$ cat config.mk
export PLATFORM = sky130hd
export DESIGN_NAME = alu_writeback
export DESIGN_NICKNAME = d
export VERILOG_FILES = /design/src/rtl/alu_writeback_pkg.sv /design/src/rtl/alu_writeback_wb_fifo.sv /design/src/rtl/alu_writeback.sv
export SDC_FILE = /design/constraint.sdc
export NUM_CORES = 1
export LEC_CHECK = 0
export ABC_AREA = 1
export CAP_MARGIN = 20
export CORE_MARGIN = 5
export CORE_UTILIZATION = 50
export DETAILED_ROUTE_END_ITERATION = 7
export GPL_ROUTABILITY_DRIVEN = 1
export MAX_ROUTING_LAYER = met4
export PLACE_DENSITY = 0.89
export SYNTH_ARGS = -nofsm -noshare
export SYNTH_HDL_FRONTEND = slang
export SYNTH_SLANG_ARGS = --single-unit
$ cat constraint.sdc
create_clock -name i_clk -period 5.9 [get_ports i_clk]
set_clock_uncertainty 0.15 [all_clocks]
set_input_delay 1.475 -clock i_clk [delete_from_list [all_inputs] [get_ports i_clk]]
set_output_delay 1.475 -clock i_clk [all_outputs]
set_load 0.02 [all_outputs]
$ cat src/rtl/alu_writeback_pkg.sv
// Shared types and helpers for the ALU result/flag commit stage.
//   long_t      : 64-bit ALU datapath word
//   arg_size_t  : operand size selector (8/16/32/64 bits)
//   wb_entry_t  : one buffered commit entry
//   size_mask() : low-bit mask for an operand size
//   sign_bit()  : most significant bit of a value at an operand size
package alu_writeback_pkg;

  typedef logic [63:0] long_t;

  typedef enum logic [1:0] {
    BYTES_8  = 2'd0,
    BYTES_16 = 2'd1,
    BYTES_32 = 2'd2,
    BYTES_64 = 2'd3
  } arg_size_t;

  // Destination index width carried inside a buffered entry.
  localparam int DEST_W = 5;

  // Number of buffer entries; the FIFO pointer logic assumes exactly 2.
  localparam int WB_DEPTH = 2;

  typedef struct packed {
    long_t              data;
    logic               carry;
    logic               set_carry;
    arg_size_t          size;
    logic [DEST_W-1:0]  dest;
  } wb_entry_t;

  function automatic long_t size_mask(input arg_size_t size);
    long_t mask;
    case (size)
      BYTES_8:  mask = 64'h0000_0000_0000_00FF;
      BYTES_16: mask = 64'h0000_0000_0000_FFFF;
      BYTES_32: mask = 64'h0000_0000_FFFF_FFFF;
      default:  mask = 64'hFFFF_FFFF_FFFF_FFFF;
    endcase
    return mask;
  endfunction

  function automatic logic sign_bit(input long_t data, input arg_size_t size);
    logic sign;
    case (size)
      BYTES_8:  sign = data[7];
      BYTES_16: sign = data[15];
      BYTES_32: sign = data[31];
      default:  sign = data[63];
    endcase
    return sign;
  endfunction

endpackage

$ cat src/rtl/alu_writeback_wb_fifo.sv
// Two-entry synchronous FIFO of commit entries.
//   clk, reset     : clock, synchronous active-high reset
//   push, din      : enqueue din (ignored when full)
//   pop            : dequeue head (ignored when empty)
//   flush          : drop every entry; wins over push/pop
//   head           : oldest entry (meaningful while count != 0)
//   count          : occupancy 0..2
//   valid          : per-slot occupancy vector
//   set_carry_vec  : per-slot set_carry bit (qualify with valid)
module wb_fifo
  import alu_writeback_pkg::*;
(
  input  logic                clk,
  input  logic                reset,
  input  logic                push,
  input  logic                pop,
  input  logic                flush,
  input  wb_entry_t           din,
  output wb_entry_t           head,
  output logic [1:0]          count,
  output logic [WB_DEPTH-1:0] valid,
  output logic [WB_DEPTH-1:0] set_carry_vec
);

  wb_entry_t  mem [WB_DEPTH];
  logic       rd_ptr;
  logic       wr_ptr;
  logic       do_push;
  logic       do_pop;

  assign do_push = push && (count != 2'd2);
  assign do_pop  = pop && (count != 2'd0);

  // Storage carries no reset: slots are only read while marked valid.
  always_ff @(posedge clk) begin
    if (do_push) begin
      mem[wr_ptr] <= din;
    end
  end

  always_ff @(posedge clk) begin
    if (reset || flush) begin
      rd_ptr <= 1'b0;
      wr_ptr <= 1'b0;
      count  <= 2'd0;
    end else begin
      if (do_push) begin
        wr_ptr <= ~wr_ptr;
      end
      if (do_pop) begin
        rd_ptr <= ~rd_ptr;
      end
      case ({do_push, do_pop})
        2'b10:   count <= count + 2'd1;
        2'b01:   count <= count - 2'd1;
        default: count <= count;
      endcase
    end
  end

  assign head = mem[rd_ptr];

  // With one entry only the read slot is live; with two both are.
  always_comb begin
    valid = '0;
    if (count == 2'd2) begin
      valid = '1;
    end else if (count == 2'd1) begin
      valid[rd_ptr] = 1'b1;
    end
  end

  always_comb begin
    for (int i = 0; i < WB_DEPTH; i++) begin
      set_carry_vec[i] = mem[i].set_carry;
    end
  end

endmodule

$ cat src/rtl/alu_writeback.sv
// Result/flag commit stage at the output of the bitwise ALU.
// Accepts {result, carry} with valid/ready, buffers up to two entries, masks
// the result to the operand size, writes the register file under ack and owns
// the architectural carry/zero/sign flags (o_carry feeds the ALU's i_carry).
//
// Handshake: an entry is taken on a rising edge where i_valid && o_ready;
// o_ready = (count < 2) && !i_flush and does not depend on i_wr_ack, so a full
// buffer refuses a push even in a cycle where it pops. A write retires on a
// rising edge where o_wr_en && i_wr_ack; o_wr_idx/o_wr_data hold until then.
//
// Ports:
//   i_clk, i_reset            clock, synchronous active-high reset
//   i_valid, o_ready          upstream handshake
//   i_result, i_carry         ALU result and carry out
//   i_size                    operand size (arg_size_t encoding)
//   i_dest                    destination register index
//   i_set_carry               commit of this entry updates the carry flag
//   i_flush                   drop all uncommitted entries
//   o_wr_en, o_wr_idx,
//   o_wr_data, i_wr_ack       register-file write port
//   o_carry, o_zero, o_sign   committed flags
//   o_carry_busy              a buffered entry will still update carry
module alu_writeback
  import alu_writeback_pkg::*;
#(
  parameter int REG_IDX_W = DEST_W
) (
  input  logic                 i_clk,
  input  logic                 i_reset,
  input  logic                 i_valid,
  output logic                 o_ready,
  input  logic [63:0]          i_result,
  input  logic                 i_carry,
  input  logic [1:0]           i_size,
  input  logic [REG_IDX_W-1:0] i_dest,
  input  logic                 i_set_carry,
  input  logic                 i_flush,
  output logic                 o_wr_en,
  output logic [REG_IDX_W-1:0] o_wr_idx,
  output logic [63:0]          o_wr_data,
  input  logic                 i_wr_ack,
  output logic                 o_carry,
  output logic                 o_carry_busy,
  output logic                 o_zero,
  output logic                 o_sign
);

  logic                push;
  logic                pop;
  wb_entry_t           din;
  wb_entry_t           head;
  logic [1:0]          count;
  logic [WB_DEPTH-1:0] valid;
  logic [WB_DEPTH-1:0] set_carry_vec;

  assign o_ready = (count != 2'd2) && !i_flush;
  assign push    = i_valid && o_ready;
  assign o_wr_en = (count != 2'd0);
  assign pop     = o_wr_en && i_wr_ack;

  // Masking happens before storage so the head is already the final write data.
  always_comb begin
    din.size      = arg_size_t'(i_size);
    din.data      = i_result & size_mask(arg_size_t'(i_size));
    din.carry     = i_carry;
    din.set_carry = i_set_carry;
    din.dest      = i_dest;
  end

  wb_fifo u_fifo (
    .clk           (i_clk),
    .reset         (i_reset),
    .push          (push),
    .pop           (pop),
    .flush         (i_flush),
    .din           (din),
    .head          (head),
    .count         (count),
    .valid         (valid),
    .set_carry_vec (set_carry_vec)
  );

  assign o_wr_idx  = head.dest;
  assign o_wr_data = head.data;

  // A head acked in a flush cycle still commits: pop is not gated by flush.
  always_ff @(posedge i_clk) begin
    if (i_reset) begin
      o_carry <= 1'b0;
      o_zero  <= 1'b0;
      o_sign  <= 1'b0;
    end else if (pop) begin
      o_zero <= (head.data == 64'd0);
      o_sign <= sign_bit(head.data, head.size);
      if (head.set_carry) begin
        o_carry <= head.carry;
      end
    end
  end

  assign o_carry_busy = |(valid & set_carry_vec);

endmodule

==> results of run 1 <==
-- sequential cells by signal (all words and copies together), names as in the netlist, named ones only --
name / flops
o_zero: 1
u_fifo.rd_ptr: 1
u_fifo.count: 2
o_sign: 1
u_fifo.mem: 146
o_carry: 1
u_fifo.wr_ptr: 1
-- cell type report --
cell class                 count  area [sq um]
inverter                     189           709
fill                        1106          5320
clock inverter                15           150
clock buffer                  17           425
multi-input combinational    352          1450
timing repair buffer         158          1590
tap                          184           230
sequential                   154          4550
-- power by group through the flow --
| stage | combinational [mW] | clock [mW] | sequential, mW |
|---|---|---|---|
| CTS | 0.283 | 1.06 | 1.24 |
| detailed placement | 0.281 | 0 | 1.26 |
| global placement | 0.274 | 0 | 1.26 |
| floorplan | 0.174 | 0 | 1.26 |
| global route | 0.306 | 1.12 | 1.24 |
| finish | 0.280 | 1.04 | 1.24 |
-- cell usage after synthesis --
cell type	n	area share (%)
nand2_1	226	12
inv_1	188	9.6
edfxtp_1	146	60
nor2_1	75	3.8
buf_4	73	7.5
o21ai_0	14	0.96
o21ai_1	9	0.62
dfxtp_1	8	2.2
a21oi_1	7	0.48
buf_2	7	0.48
clkbuf_1	7	0.36
nand3_1	7	0.48
ha_1	4	0.68
nor3_1	3	0.21
buf_6	2	0.31
or2_2	2	0.17
xor2_1	2	0.24
a31oi_1	1	0.086
inv_2	1	0.051
o22ai_1	1	0.086
o31ai_1	1	0.10
-- logic make-up (layout without fill, tap and decap cells) --
| logic type | count (synthesis) | after routing | synth area share (%) |
|---|---|---|---|
| AOI/OAI and AO/OA | 33 | 33 | 2.33 |
| xor gates and xnor gates | 2 | 2 | 0.239 |
| and+or+nand+nor | 313 | 313 | 16.3 |
| adders and majority gates | 4 | 4 | 0.684 |
| DFF | 154 | 154 | 62.1 |
| buffers and inverters | 278 | 379 | 18.3 |
-- through the flow --
stage | cells | hold slack [ns] | area (sq um) | worst slack, ns | utilization, %
floorplan | 784 | 0.327 | 7320 | 0.155 | -
global placement | 1036 | 0.343 | 8500 | 1.60 | 59.0
detailed placement | 1036 | 0.360 | 8500 | 1.60 | 59.0
CTS | 1068 | 0.371 | 9080 | 1.54 | 63.0
global route | 1069 | 0.387 | 9100 | 1.41 | 63.1
finish | 1069 | 0.372 | 9100 | 1.58 | 63.1
-- worst max-delay path, delay by kind of cell --
| family | cells | cell delay (ns) |
|---|---|---|
| buffers and inverters | 2 | 1.05 |
| and+or+nand+nor | 1 | 0.17 |
-- per-layer routing --
layer,routed length [um],vias to the layer above,track usage (%)
met2,8060,143,33.7
met1,5910,2292,20.2
met4,238,0,7.50
met3,922,23,4.80
met5,0,-,-
li1,-,2477,-
-- how the worst max path moves through the flow --
| stage | depth (start not counted) | slack, ns | endpoint |
|---|---|---|---|
| global placement | 3 | 1.60 | o_ready |
| floorplan | 3 | 0.15 | u_fifo.mem[1][0] |
| CTS | 4 | 1.54 | o_wr_data[40] |
| finish | 3 | 1.58 | o_ready |
| detailed placement | 3 | 1.60 | o_ready |
| global route | 4 | 1.41 | o_wr_data[31] |
-- cell usage in the layout, fill, tap and decap left out --
cell type        Yosys  layout
dfxtp_1              8       7
nand2_1            226     226
buf_4               73       4
a31oi_1              1       1
or2_2                2       2
inv_1              188     188
clkdlybuf4s50_1      0     152
o21ai_1              9       9
inv_2                1       1
o21ai_0             14      14
a21oi_1              7       7
xor2_1               2       2
buf_12               0       2
clkinv_4             0       4
clkbuf_16            0      17
dfxtp_4              0       1
nor3_1               3       3
ha_1                 4       4
clkinvlp_4           0       2
edfxtp_1           146     146
clkinv_2             0       3
o22ai_1              1       1
nor2_1              75      73
bufinv_16            0       2
nand3_1              7       7
o31ai_1              1       1
inv_6                0       2
nor2_4               0       2
clkinv_1             0       2
==> results_dict.tcl, run 1 <==
set metrics [dict create \
    fin_tns_setup_ns 0 \
    tightest_slew_ns 1.03 \
    cts_root_buf "clkbuf_16" \
    hp-class "register to register" \
    cts_buffer_depth 2 \
    worstHoldStart "u_fifo.rd_ptr" \
    syn-num-nets 866 \
    totalWireLength_um 15100 \
    io_buffers 152 \
    slowest_delay_ns 0.64 \
    drc 0 \
    fin_crit_sh_pct 73.2 \
    rows 44 \
    die_h_um 131 \
    place_hpwl_um 10200 \
    layout.nets 954 \
    grt_pass1_wl_um 23600 \
    crit_slowest_cell "clkdlybuf4s50_1" \
    pwr-share-clk_pct 40.6 \
    num_io_pins 153 \
    cts_tree "done" \
    ctsResizeCount 0 \
    crit_arrival_ns 2.69 \
    ys_seq_area_share_pct 62.1 \
    crit_required_ns 4.28 \
    r2r_setup_slack_ns 3.28 \
    fmax_mhz 232 \
    slew-limit-headroom_pct 31.2 \
    vdd_drop_max_v 0.000204 \
    clk_latency_ns 0.41 \
    wl_per_cell_um 14.2 \
    syn2layout_area_growth_pct 24.4 \
    cp_max_fo 3 \
    cp-start-kind "primary input" \
    clock-sinks 154 \
    r2r_cells 11 \
    sw_frac_of_total_pct 22.7 \
    fin_total_pwr_mw 2.56 \
    start_util_pct 50.7 \
    dr.pass1.iters 5 \
    status "completed" \
    first_global_vias 5017 \
    crit_type "primary input to output port" \
    leakage_nw 4.15 \
    ant_nets 0 \
    timing.rr.end "o_zero" \
    antenna_found_initial 0 \
    synth_area_sq_mm 0.00732 \
    fin_crit_ns 4.32 \
    rsz0062_at_grt "no" \
    initialDrtViolationCount 321 \
    power.density_mw_per_mm2 282 \
    diodes 0 \
    p_switching_mw 0.582 \
    dieArea_sq_mm 0.0172 \
    critPathLaunch "i_flush" \
    drv_slew 0 \
    via_per_inst 4.62 \
    setup_violations 0 \
    cap_viol_max_count 0 \
    yosys_register_bits 154 \
    seq_power_share_pct 48.4 \
    grt_max_degree 58 \
    htreeDepth 4 \
    ys_types 21 \
    yosys_warnings 0 \
    min_path_cells 2 \
    place.gp.congestion 0.786 \
    crit_path_end_kind "output port" \
    core_area_sq_mm 0.0144 \
    grt-ovfl-total 0 \
    vias 4935 \
    cts_buffers 17 \
    hold_viol_final 0 \
    drive_above_1_share_pct 4.75 \
    holdBufCountCts 0 \
    fp.dieW_um 131 \
    path_clk_slew_ns 0.06 \
    critical_path.most_common_cell "clkdlybuf4s50_1" \
    cts_setup_buffers 0 \
    grt_util_all_layers_pct 19.0 \
    syn_area_per_cell_sq_um 9.33 \
    whs_endpoint "u_fifo.rd_ptr" \
    p_int_mw 1.98 \
    pwr-share-comb_pct 10.9 \
    syn_inst 784 \
    crit_chain "clkdlybuf4s50_1, nor2_1, clkdlybuf4s50_1" \
]
Power figures use the tool's default switching activity.
==> run 2: changes to the inputs <==
==> constraint.sdc (replaced) <==
create_clock -name i_clk -period 4.3 [get_ports i_clk]
set_clock_uncertainty 0.15 [all_clocks]
set_input_delay 1.075 -clock i_clk [delete_from_list [all_inputs] [get_ports i_clk]]
set_output_delay 1.075 -clock i_clk [all_outputs]
set_load 0.02 [all_outputs]
==> results_dict.tcl, run 2 (synthesized netlist as in run 1, its figures left out) <==
set metrics [dict create \
    grt_pass1_wl_um 23500 \
    p_int_mw 2.71 \
    crit_buf_inv 3 \
    pwr-share-comb_pct 11.0 \
    fin_cells 1072 \
    cp-start-kind "register" \
    syn2layout_area_growth_pct 24.2 \
    die_h_um 131 \
    crit_chain "buf_4, o21ai_0, inv_1, clkdlybuf4s50_1" \
    multi_input_area_sq_mm 0.00145 \
    setup_violations 0 \
    leakage_nw 4.14 \
    grt-ovfl-total 0 \
    crit_required_ns 3.07 \
    io_buffers 152 \
    seq_power_share_pct 48.8 \
    status "completed" \
    ctsResizeCount 0 \
    p_switching_mw 0.780 \
    ant_nets 0 \
    cp_top_family "buffers and inverters" \
    htreeDepth 4 \
    cts_setup_buffers 0 \
    num-fill-cells 1142 \
    hold_viol_final 0 \
    num_io_pins 153 \
    place_hpwl_um 10500 \
    fin_crit_sh_pct 87.4 \
    crit_path_end_kind "output port" \
    regMostFlops "u_fifo.mem" \
    final_util_pct 63.0 \
    dieArea_sq_mm 0.0172 \
    via_per_inst 4.54 \
    cp_max_fo 56 \
    totalWireLength_um 15000 \
    grt_util_all_layers_pct 18.7 \
    drc 0 \
    sw_frac_of_total_pct 22.3 \
    diodes 0 \
    regArea_sq_mm 0.00455 \
    start_util_pct 50.7 \
    place_inst 1040 \
    grt_max_degree 57 \
    initialDrtViolationCount 287 \
    path_clk_slew_ns 0.06 \
    power.density_mw_per_mm2 384 \
    fmax_mhz 266 \
    first_global_vias 4991 \
    crit_slowest_cell "clkdlybuf4s50_1" \
    wl_per_cell_um 14.0 \
    vdd_drop_max_v 0.000254 \
    layout_commonest_cell "nand2_1" \
    layout.nets 957 \
    cts_root_buf "clkbuf_16" \
    dr.pass1.iters 5 \
    slew-limit-headroom_pct 61.5 \
    hp-class "register to register" \
    crit_type "register to output port" \
    cap_viol_max_count 0 \
    holdBufCountCts 0 \
    drv_slew 0 \
    slowest_delay_ns 0.61 \
    antenna_found_initial 0 \
    drive_above_1_share_pct 4.84 \
    cts_tree "done" \
    cts_buffer_depth 2 \
    fin_crit_ns 3.76 \
    rows 44 \
    rsz0062_at_grt "no" \
    crit_arrival_ns 2.53 \
    vias 4871 \
    cts_buffers 17 \
    fin_tns_setup_ns 0 \
    place.gp.congestion 0.760 \
    layout_common_cells "nand2_1, inv_1, clkdlybuf4s50_1" \
    core_area_sq_mm 0.0144 \
    reg_top3 "u_fifo.mem x146, u_fifo.count x2" \
    tightest_slew_ns 0.578 \
    pwr-share-clk_pct 40.2 \
    clock-sinks 154 \
    fp.dieW_um 131 \
    clk_latency_ns 0.42 \
    largest_reg_flops 146 \
]
run 2: cell types whose count changed in the layout (fill, tap and decap cells not counted):
cell / before / now
buf_4: 4 / 9
clkinv_4: 4 / 1
buf_12: 2 / 0
clkinvlp_4: 2 / 5
clkbuf_1: 0 / 2
inv_6: 2 / 0
run 2: per-layer routing:
layer / wire length [um] / part of all wire (%) / GRT usage, % / up-vias
li1: - / - / - / 2475
met5: 0 / 0 / - / -
met2: 7850 / 52 / 33.2 / 157
met1: 5860 / 39 / 19.9 / 2219
met4: 221 / 1.5 / 6.65 / 0
met3: 1100 / 7.3 / 5.08 / 20
run 2: worst register-to-register path, cell delays in order, from the launching register on:
cell	delay [ns]
dfxtp_4	0.60
buf_4	0.57
nand2_1	0.13
o21ai_0	0.13
nand2_1	0.09
nor2_1	0.12
nand2_1	0.08
nor2_1	0.21
nand2_1	0.08
nor2_1	0.13
nor2_1	0.05
nor2_1	0.08
run 2: cell type report:
class	count	share of cell area [%]
clock buffer	19	4.77
sequential	154	50.1
clock inverter	13	1.42
inverter	189	7.81
multi-input combinational	352	15.9
tap	184	2.53
timing repair buffer	161	17.5
run 2: path summary, 6_finish.rpt:
kind                       from           end  slack [ns]  depth (start not counted)
hold / removal    u_fifo.rd_ptr      register        0.36                          2
setup / recovery       register  o_wr_data[9]        0.54                          4
setup reg to reg       register        o_zero        1.82                         11
hold reg to reg   u_fifo.rd_ptr      register        0.36                          2
run 2: power by group through the flow:
stage          sequential, mW  clock, mW  combinational [mW]
2_1_floorplan            1.73          0               0.239
3_3_place_gp             1.73          0               0.379
3_5_place_dp             1.73          0               0.388
4_1_cts                  1.70       1.43               0.391
5_1_grt                  1.71       1.49               0.421
6_report                 1.70       1.40               0.385
run 2: through the flow:
step                      hold slack, ns  worst slack [ns]  area [sq um]  total power, mW
final                              0.362             0.544          9080             3.49
after global routing               0.393             0.313          9080             3.61
after CTS                          0.355             0.475          9080             3.53
after detailed placement           0.339             0.786          8520             2.12
after global placement             0.338             0.797          8520             2.11
after floorplan                    0.327             0.160          7320             1.97
==> run 3: changes to the inputs <==
--- a/config.mk
+++ b/config.mk
@@ -9,6 +9,7 @@
 export CAP_MARGIN = 20
 export CORE_MARGIN = 5
 export CORE_UTILIZATION = 50
+export CTS_CLUSTER_SIZE = 24
 export DETAILED_ROUTE_END_ITERATION = 7
 export GPL_ROUTABILITY_DRIVEN = 1
 export MAX_ROUTING_LAYER = met4
==> results of run 3 <==
No change in the layout: final DEF, timing and power equal those of run 2.
